$ cat config.mk
export PLATFORM = sky130hd
export DESIGN_NAME = mem_port_arbiter_flat
export DESIGN_NICKNAME = d
export VERILOG_FILES = /design/src/rtl/mem_port_arbiter_if.sv /design/src/rtl/mem_port_arbiter.sv /design/src/flat_wrapper.sv
export SDC_FILE = /design/constraint.sdc
export NUM_CORES = 1
export LEC_CHECK = 0
export ABC_AREA = 1
export CAP_MARGIN = 20
export CORE_AREA = 2 2 100 150
export CTS_CLUSTER_DIAMETER = 50
export DETAILED_ROUTE_END_ITERATION = 12
export DIE_AREA = 0 0 102 152
export PLACE_DENSITY = 0.78
export SLEW_MARGIN = 20
export SYNTH_ARGS = -nofsm -noshare
export SYNTH_HDL_FRONTEND = slang
export SYNTH_SLANG_ARGS = --single-unit
$ cat constraint.sdc
create_clock -name i_clk -period 5.8 [get_ports i_clk]
set_input_delay 1.16 -clock i_clk [delete_from_list [all_inputs] [get_ports i_clk]]
set_output_delay 1.16 -clock i_clk [all_outputs]
set_load 0.01 [all_outputs]
$ cat src/rtl/mem_port_arbiter_if.sv
// Bundle of the core-side IF/LS request ports and the memory-side bus of mem_port_arbiter.
// Latency: none (wires only).
// Backpressure: req is held by the requester until its ack pulse.
interface mem_port_arbiter_if #(
  parameter int AW = 8,
  parameter int DW = 32
);
  // instruction-fetch port
  logic          if_req;
  logic [AW-1:0] if_addr;
  logic          if_ack;
  logic [DW-1:0] if_rdata;
  // load/store port
  logic          ls_req;
  logic          ls_we;
  logic [3:0]    ls_be;
  logic [AW-1:0] ls_addr;
  logic [DW-1:0] ls_wdata;
  logic          ls_ack;
  logic [DW-1:0] ls_rdata;
  // memory side
  logic          mem_we;
  logic [AW-1:0] mem_addr;
  logic [DW-1:0] mem_wdata;
  logic [DW-1:0] mem_rdata;

  // core pipeline plus memory instance
  modport master (
    output if_req, if_addr, ls_req, ls_we, ls_be, ls_addr, ls_wdata, mem_rdata,
    input  if_ack, if_rdata, ls_ack, ls_rdata, mem_we, mem_addr, mem_wdata
  );

  // the arbiter
  modport slave (
    input  if_req, if_addr, ls_req, ls_we, ls_be, ls_addr, ls_wdata, mem_rdata,
    output if_ack, if_rdata, ls_ack, ls_rdata, mem_we, mem_addr, mem_wdata
  );
endinterface

$ cat src/rtl/mem_port_arbiter.sv
// Shares one 256x32 single-port memory between IF and LS; reads, full stores, byte-masked RMW stores.
// Latency: read / full / no-op store ack 2 cycles after req, RMW store 3 cycles; one access per requester per 3 cycles.
// Backpressure: req held until ack; MEM_ARB_ROUND_ROBIN_EN selects round-robin instead of LS-over-IF priority.
module mem_port_arbiter #(
  parameter int AW = 8,
  parameter int DW = 32
) (
  input  logic                i_clk,
  input  logic                i_rst,
  mem_port_arbiter_if.slave   io_bus,
  output logic                o_busy
);

  typedef enum logic [2:0] {
    S_IDLE   = 3'd0,
    S_IF_RD  = 3'd1,
    S_LS_RD  = 3'd2,
    S_RMW_RD = 3'd3,
    S_LS_WR  = 3'd4
  } state_t;

  state_t        r_state;
  logic          r_last_grant_ls;   // 0 = IF was granted last, 1 = LS
  logic [3:0]    r_be;
  logic [DW-1:0] r_wdata;
  logic          r_if_ack;
  logic          r_ls_ack;
  logic          r_mem_we;
  logic          r_busy;
  logic [AW-1:0] r_mem_addr;
  logic [DW-1:0] r_mem_wdata;
  logic [DW-1:0] r_if_rdata;
  logic [DW-1:0] r_ls_rdata;

  logic          w_if_elig;
  logic          w_ls_elig;
  logic          w_prefer_ls;
  logic          w_grant_ls;
  logic          w_grant_if;
  logic [DW-1:0] w_merged;

  // A port whose ack is high this cycle still shows req; it must not be re-granted.
  assign w_if_elig = io_bus.if_req & ~r_if_ack;
  assign w_ls_elig = io_bus.ls_req & ~r_ls_ack;

`ifdef MEM_ARB_ROUND_ROBIN_EN
  // On a tie, the port that did not win last time goes first.
  assign w_prefer_ls = ~r_last_grant_ls;
`else
  // Fixed LS priority; last_grant is tracked but does not influence the tie-break.
  assign w_prefer_ls = 1'b1 | r_last_grant_ls;
`endif

  assign w_grant_ls = w_ls_elig & (~w_if_elig | w_prefer_ls);
  assign w_grant_if = w_if_elig & ~w_grant_ls;

  // Byte merge of the latched store data over the current memory word.
  always_comb begin
    w_merged = io_bus.mem_rdata;
    for (int i = 0; i < 4; i++) begin
      if (r_be[i]) begin
        w_merged[8*i +: 8] = r_wdata[8*i +: 8];
      end
    end
  end

  // Access sequencer: arbitration, memory strobes and registered responses.
  always_ff @(posedge i_clk or posedge i_rst) begin
    if (i_rst) begin
      r_state         <= S_IDLE;
      r_last_grant_ls <= 1'b0;
      r_be            <= 4'h0;
      r_wdata         <= '0;
      r_if_ack        <= 1'b0;
      r_ls_ack        <= 1'b0;
      r_mem_we        <= 1'b0;
      r_busy          <= 1'b0;
      r_mem_addr      <= '0;
      r_mem_wdata     <= '0;
      r_if_rdata      <= '0;
      r_ls_rdata      <= '0;
    end else begin
      r_if_ack <= 1'b0;
      r_ls_ack <= 1'b0;
      case (r_state)
        S_IDLE: begin
          if (w_grant_ls) begin
            r_last_grant_ls <= 1'b1;
            r_mem_addr      <= io_bus.ls_addr;
            r_be            <= io_bus.ls_be;
            r_wdata         <= io_bus.ls_wdata;
            r_busy          <= 1'b1;
            if (!io_bus.ls_we) begin
              r_state <= S_LS_RD;
            end else if (io_bus.ls_be == 4'hF) begin
              r_state     <= S_LS_WR;
              r_mem_we    <= 1'b1;
              r_mem_wdata <= io_bus.ls_wdata;
            end else if (io_bus.ls_be == 4'h0) begin
              // Empty mask: walk through LS_WR without strobing so the ack timing matches a full store.
              r_state <= S_LS_WR;
            end else begin
              r_state <= S_RMW_RD;
            end
          end else if (w_grant_if) begin
            r_last_grant_ls <= 1'b0;
            r_mem_addr      <= io_bus.if_addr;
            r_busy          <= 1'b1;
            r_state         <= S_IF_RD;
          end
        end
        S_IF_RD: begin
          r_if_rdata <= io_bus.mem_rdata;
          r_if_ack   <= 1'b1;
          r_busy     <= 1'b0;
          r_state    <= S_IDLE;
        end
        S_LS_RD: begin
          r_ls_rdata <= io_bus.mem_rdata;
          r_ls_ack   <= 1'b1;
          r_busy     <= 1'b0;
          r_state    <= S_IDLE;
        end
        S_RMW_RD: begin
          r_mem_wdata <= w_merged;
          r_mem_we    <= 1'b1;
          r_state     <= S_LS_WR;
        end
        S_LS_WR: begin
          // The memory committed at the falling edge inside this cycle.
          r_mem_we <= 1'b0;
          r_ls_ack <= 1'b1;
          r_busy   <= 1'b0;
          r_state  <= S_IDLE;
        end
        default: begin
          r_mem_we <= 1'b0;
          r_busy   <= 1'b0;
          r_state  <= S_IDLE;
        end
      endcase
    end
  end

  assign io_bus.if_ack    = r_if_ack;
  assign io_bus.if_rdata  = r_if_rdata;
  assign io_bus.ls_ack    = r_ls_ack;
  assign io_bus.ls_rdata  = r_ls_rdata;
  assign io_bus.mem_we    = r_mem_we;
  assign io_bus.mem_addr  = r_mem_addr;
  assign io_bus.mem_wdata = r_mem_wdata;
  assign o_busy           = r_busy;

endmodule

$ cat src/flat_wrapper.sv
// flat-port wrapper written by rule: the top's interface ports become plain ports
module mem_port_arbiter_flat 
#(
  parameter int AW = 8,
  parameter int DW = 32
)
  (i_clk, i_rst, o_busy, io_bus_if_req, io_bus_if_addr, io_bus_ls_req, io_bus_ls_we, io_bus_ls_be, io_bus_ls_addr, io_bus_ls_wdata, io_bus_mem_rdata, io_bus_if_ack, io_bus_if_rdata, io_bus_ls_ack, io_bus_ls_rdata, io_bus_mem_we, io_bus_mem_addr, io_bus_mem_wdata);
  mem_port_arbiter_if #(.AW(AW), .DW(DW)) io_bus_i ();
  input  logic i_clk;
  input  logic i_rst;
  output logic o_busy;
  input wire logic [$bits(io_bus_i.if_req)-1:0] io_bus_if_req;
  input wire logic [$bits(io_bus_i.if_addr)-1:0] io_bus_if_addr;
  input wire logic [$bits(io_bus_i.ls_req)-1:0] io_bus_ls_req;
  input wire logic [$bits(io_bus_i.ls_we)-1:0] io_bus_ls_we;
  input wire logic [$bits(io_bus_i.ls_be)-1:0] io_bus_ls_be;
  input wire logic [$bits(io_bus_i.ls_addr)-1:0] io_bus_ls_addr;
  input wire logic [$bits(io_bus_i.ls_wdata)-1:0] io_bus_ls_wdata;
  input wire logic [$bits(io_bus_i.mem_rdata)-1:0] io_bus_mem_rdata;
  output wire logic [$bits(io_bus_i.if_ack)-1:0] io_bus_if_ack;
  output wire logic [$bits(io_bus_i.if_rdata)-1:0] io_bus_if_rdata;
  output wire logic [$bits(io_bus_i.ls_ack)-1:0] io_bus_ls_ack;
  output wire logic [$bits(io_bus_i.ls_rdata)-1:0] io_bus_ls_rdata;
  output wire logic [$bits(io_bus_i.mem_we)-1:0] io_bus_mem_we;
  output wire logic [$bits(io_bus_i.mem_addr)-1:0] io_bus_mem_addr;
  output wire logic [$bits(io_bus_i.mem_wdata)-1:0] io_bus_mem_wdata;
  assign io_bus_i.if_req = io_bus_if_req;
  assign io_bus_i.if_addr = io_bus_if_addr;
  assign io_bus_i.ls_req = io_bus_ls_req;
  assign io_bus_i.ls_we = io_bus_ls_we;
  assign io_bus_i.ls_be = io_bus_ls_be;
  assign io_bus_i.ls_addr = io_bus_ls_addr;
  assign io_bus_i.ls_wdata = io_bus_ls_wdata;
  assign io_bus_i.mem_rdata = io_bus_mem_rdata;
  assign io_bus_if_ack = io_bus_i.if_ack;
  assign io_bus_if_rdata = io_bus_i.if_rdata;
  assign io_bus_ls_ack = io_bus_i.ls_ack;
  assign io_bus_ls_rdata = io_bus_i.ls_rdata;
  assign io_bus_mem_we = io_bus_i.mem_we;
  assign io_bus_mem_addr = io_bus_i.mem_addr;
  assign io_bus_mem_wdata = io_bus_i.mem_wdata;
  mem_port_arbiter #(.AW(AW), .DW(DW)) u_core (.i_clk(i_clk), .i_rst(i_rst), .io_bus(io_bus_i), .o_busy(o_busy));
endmodule
==> impl_metrics.env <==
export IMPL_gp_congestion=0.7788
export IMPL_avgSynthCellArea_sq_um=8.135
export IMPL_grt_pass1_vias=5885
export IMPL_cp_cell_sequence="clkdlybuf4s50_1 > nand2_1 > inv_2 > nand2_2 > o21ai_0"
export IMPL_status="finished clean"
export IMPL_final_common_cell="nand2_1"
export IMPL_std_cell_rows=54
export IMPL_tightest_slew_ns=0.8237
export IMPL_cts_sinks=147
export IMPL_grt_pass1_wl_microns=29970
export IMPL_finalClockSkew_ns=0.01066
export IMPL_synthesis_area_sq_mm=0.006500
export IMPL_dpl_instance_area_sq_mm=0.008488
export IMPL_viasPerCell=4.981
export IMPL_htreeDepth=4
export IMPL_ys_seq_elements=147
export IMPL_drt_wl_total_microns=18220
export IMPL_cap_viol_max_count=0
export IMPL_die_w_microns=102
export IMPL_design_area_sq_mm=0.009146
export IMPL_crit_type="in -> reg"
export IMPL_hold_buffers=0
export IMPL_syn_nets=888
export IMPL_cp_arrival_ns=3.63
export IMPL_multiInputGateArea_sq_mm=0.002402
export IMPL_drt_pass1_iter_count=5
export IMPL_fillers=1241
export IMPL_design_core_area_sq_mm=0.01432
export IMPL_crit_family="buffers and inverters"
export IMPL_crit_required_ns=6.10
export IMPL_cts_root_buffer="clkbuf_16"
export IMPL_hold_viol_final=0
export IMPL_slew_viol_final=0
export IMPL_antenna_found_initial=0
export IMPL_cts_setup_buffers=0
export IMPL_overflow=0
export IMPL_insertion_delay_ns=0.41
export IMPL_min_period_over_period_pct=57.28
export IMPL_io_pins=197
export IMPL_clock_path_buffers=2
export IMPL_synth_area_leaders="dfrtp_1 57%, nand2_1 21%, o21ai_0 7.0%, nand3_1 5.2%, inv_1 2.4%"
export IMPL_cp_slowest_stage_delay_ns=0.71
export IMPL_cp_num_buf_inv=2
export IMPL_cts_buffers=17
export IMPL_wire_per_inst_microns=15.48
export IMPL_slew_headroom_pct=44.89
export IMPL_die_area_sq_mm=0.01550
export IMPL_cts_tree="done"
export IMPL_initial_core_util_pct=45.38
export IMPL_utilization_pct=63.85
export IMPL_io_buffers=196
export IMPL_drtIter0Drc=333
export IMPL_period_minus_slack_ns=3.322
export IMPL_synth_seq_area_share_pct=56.59
export IMPL_vias=5863
export IMPL_cts_clk_slew_worst_paths_ns=0.05
export IMPL_die_y_microns=152
export IMPL_finalWorstSetupSlack_ns=2.478
export IMPL_cp_end_kind="register"
export IMPL_final_seq_area_sq_mm=0.003679
export IMPL_cp_slowest_cell="inv_2"
export IMPL_dpl_hpwl_microns=11960
export IMPL_synthCells=799
export IMPL_final_nets=1057
export IMPL_crit_fanout=43
export IMPL_setup_tns_final_ns=0
export IMPL_setup_worst_path_start_class="input port"
export IMPL_drive_gt1_share_pct=6.014
export IMPL_track_usage_pct=24.53
export IMPL_fmax_ghz=0.3010
export IMPL_synth_top_cell_by_area="dfrtp_1"
export IMPL_power_leakage_nw=4.480
export IMPL_antennaDiodeCount=0
export IMPL_finalSetupViolations=0
export IMPL_final_cell_mix="355 x nand2_1, 196 x clkdlybuf4s50_1, 147 x dfrtp_1"
export IMPL_post_cts_resized=0
export IMPL_synthToLayoutAreaGrowth_pct=40.71
export IMPL_min_path_type="reg -> reg"
export IMPL_rsz0062_at_grt="false"
export IMPL_powerDensity_mw_per_mm2=577.6
export IMPL_detail_route_antenna_nets=0
export IMPL_dpl_worst_slack_ns=2.050
export IMPL_synth_cell_types=22
export IMPL_drc_errors=0
export IMPL_grt_max_degree=111
export IMPL_ir_worst_vdd_v=0.0003358
export IMPL_fin_hold_ws_ns=0.4660
export IMPL_yosys_warnings=0
export IMPL_synth_top_area_share_pct=56.59
through the flow:
stage / cells / total power [mW]
floorplan: 799 / 3.074
global placement: 1144 / 4.073
detailed placement: 1144 / 4.137
CTS: 1176 / 5.318
global route: 1177 / 5.665
finish: 1177 / 5.283
cell usage after synthesis:
cell        n
nand3_1    67
nand2_2     3
buf_2      27
clkbuf_1   16
o211ai_1    8
nand4_1     1
inv_2       6
inv_1      42
a21oi_1     3
buf_4       3
nand2_4     1
a21oi_4     1
nand3_2     1
or2_2       8
nand2_1   356
o21ai_1    10
buf_6       3
nor2_1      3
dfrtp_1   147
o21ai_0    91
nor2_2      1
o21bai_1    1
layer usage:
metal / share of wire [%] / global-route usage, %
met1: 40 / 30.26
met2: 52 / 42.36
met3: 4.6 / 3.680
met4: 3.1 / 9.968
met5: 0 / 0
kinds of logic after synthesis:
| family | Yosys count | share of synthesized area, % |
|---|---|---|
| flip-flops | 147 | 56.59 |
| buffers and inverters | 97 | 6.641 |
| AO/OA/AOI/OAI | 114 | 9.298 |
| AND/OR/NAND/NOR | 441 | 27.47 |
final timing paths:
kind                       depth (start not counted)                                 endpoint  slack, ns                             start
max                                                5               u_core.r_be[0]$_DFFE_PP0P_       2.48                     io_bus_ls_req
min                                                2         u_core.io_bus.mem_we$_DFFE_PP0P_       0.47  u_core.io_bus.mem_we$_DFFE_PP0P_
max reg2reg                                        8  u_core.io_bus.mem_wdata[13]$_DFFE_PP0P_       2.98     u_core.r_state[2]$_DFFE_PP0P_
min reg2reg                                        2         u_core.io_bus.mem_we$_DFFE_PP0P_       0.47  u_core.io_bus.mem_we$_DFFE_PP0P_
max in group asynchronous                          4  u_core.io_bus.mem_wdata[25]$_DFFE_PP0P_       3.40                             i_rst
min in group asynchronous                          2    u_core.io_bus.if_rdata[2]$_DFFE_PP0P_       1.18                             i_rst
area by class of cell:
class,instances,area share (%)
clock inverter,11,1.642
sequential,147,40.22
multi-input combinational,555,26.27
inverter,48,2.025
timing repair buffer,199,21.92
tap,196,2.681
clock buffer,21,5.253
registers in the layout, summed over array words and instances, names as in the netlist:
name                     flops
u_core.io_bus.if_rdata      32
u_core.io_bus.ls_rdata      32
u_core.io_bus.mem_wdata     32
u_core.r_wdata              32
u_core.io_bus.mem_addr       8
u_core.r_be                  4
u_core.r_state               3
u_core.io_bus.if_ack         1
u_core.io_bus.ls_ack         1
u_core.io_bus.mem_we         1
u_core.o_busy                1
report_power, final:
| part | total [mW] | internal, mW | switching, mW |
|---|---|---|---|
| Clock | 1.16 | 0.725 | 0.431 |
| Sequential | 1.86 | 1.53 | 0.331 |
| Combinational | 2.27 | 1.02 | 1.25 |
| Total | 5.28 | 3.28 | 2.01 |
worst min-delay path, delay by kind of cell, from the launching register on:
family / cells / cell delay, ns
flops: 1 / 0.34
simple gates: 2 / 0.09
Note: power is estimated with default switching activity, not from simulation.
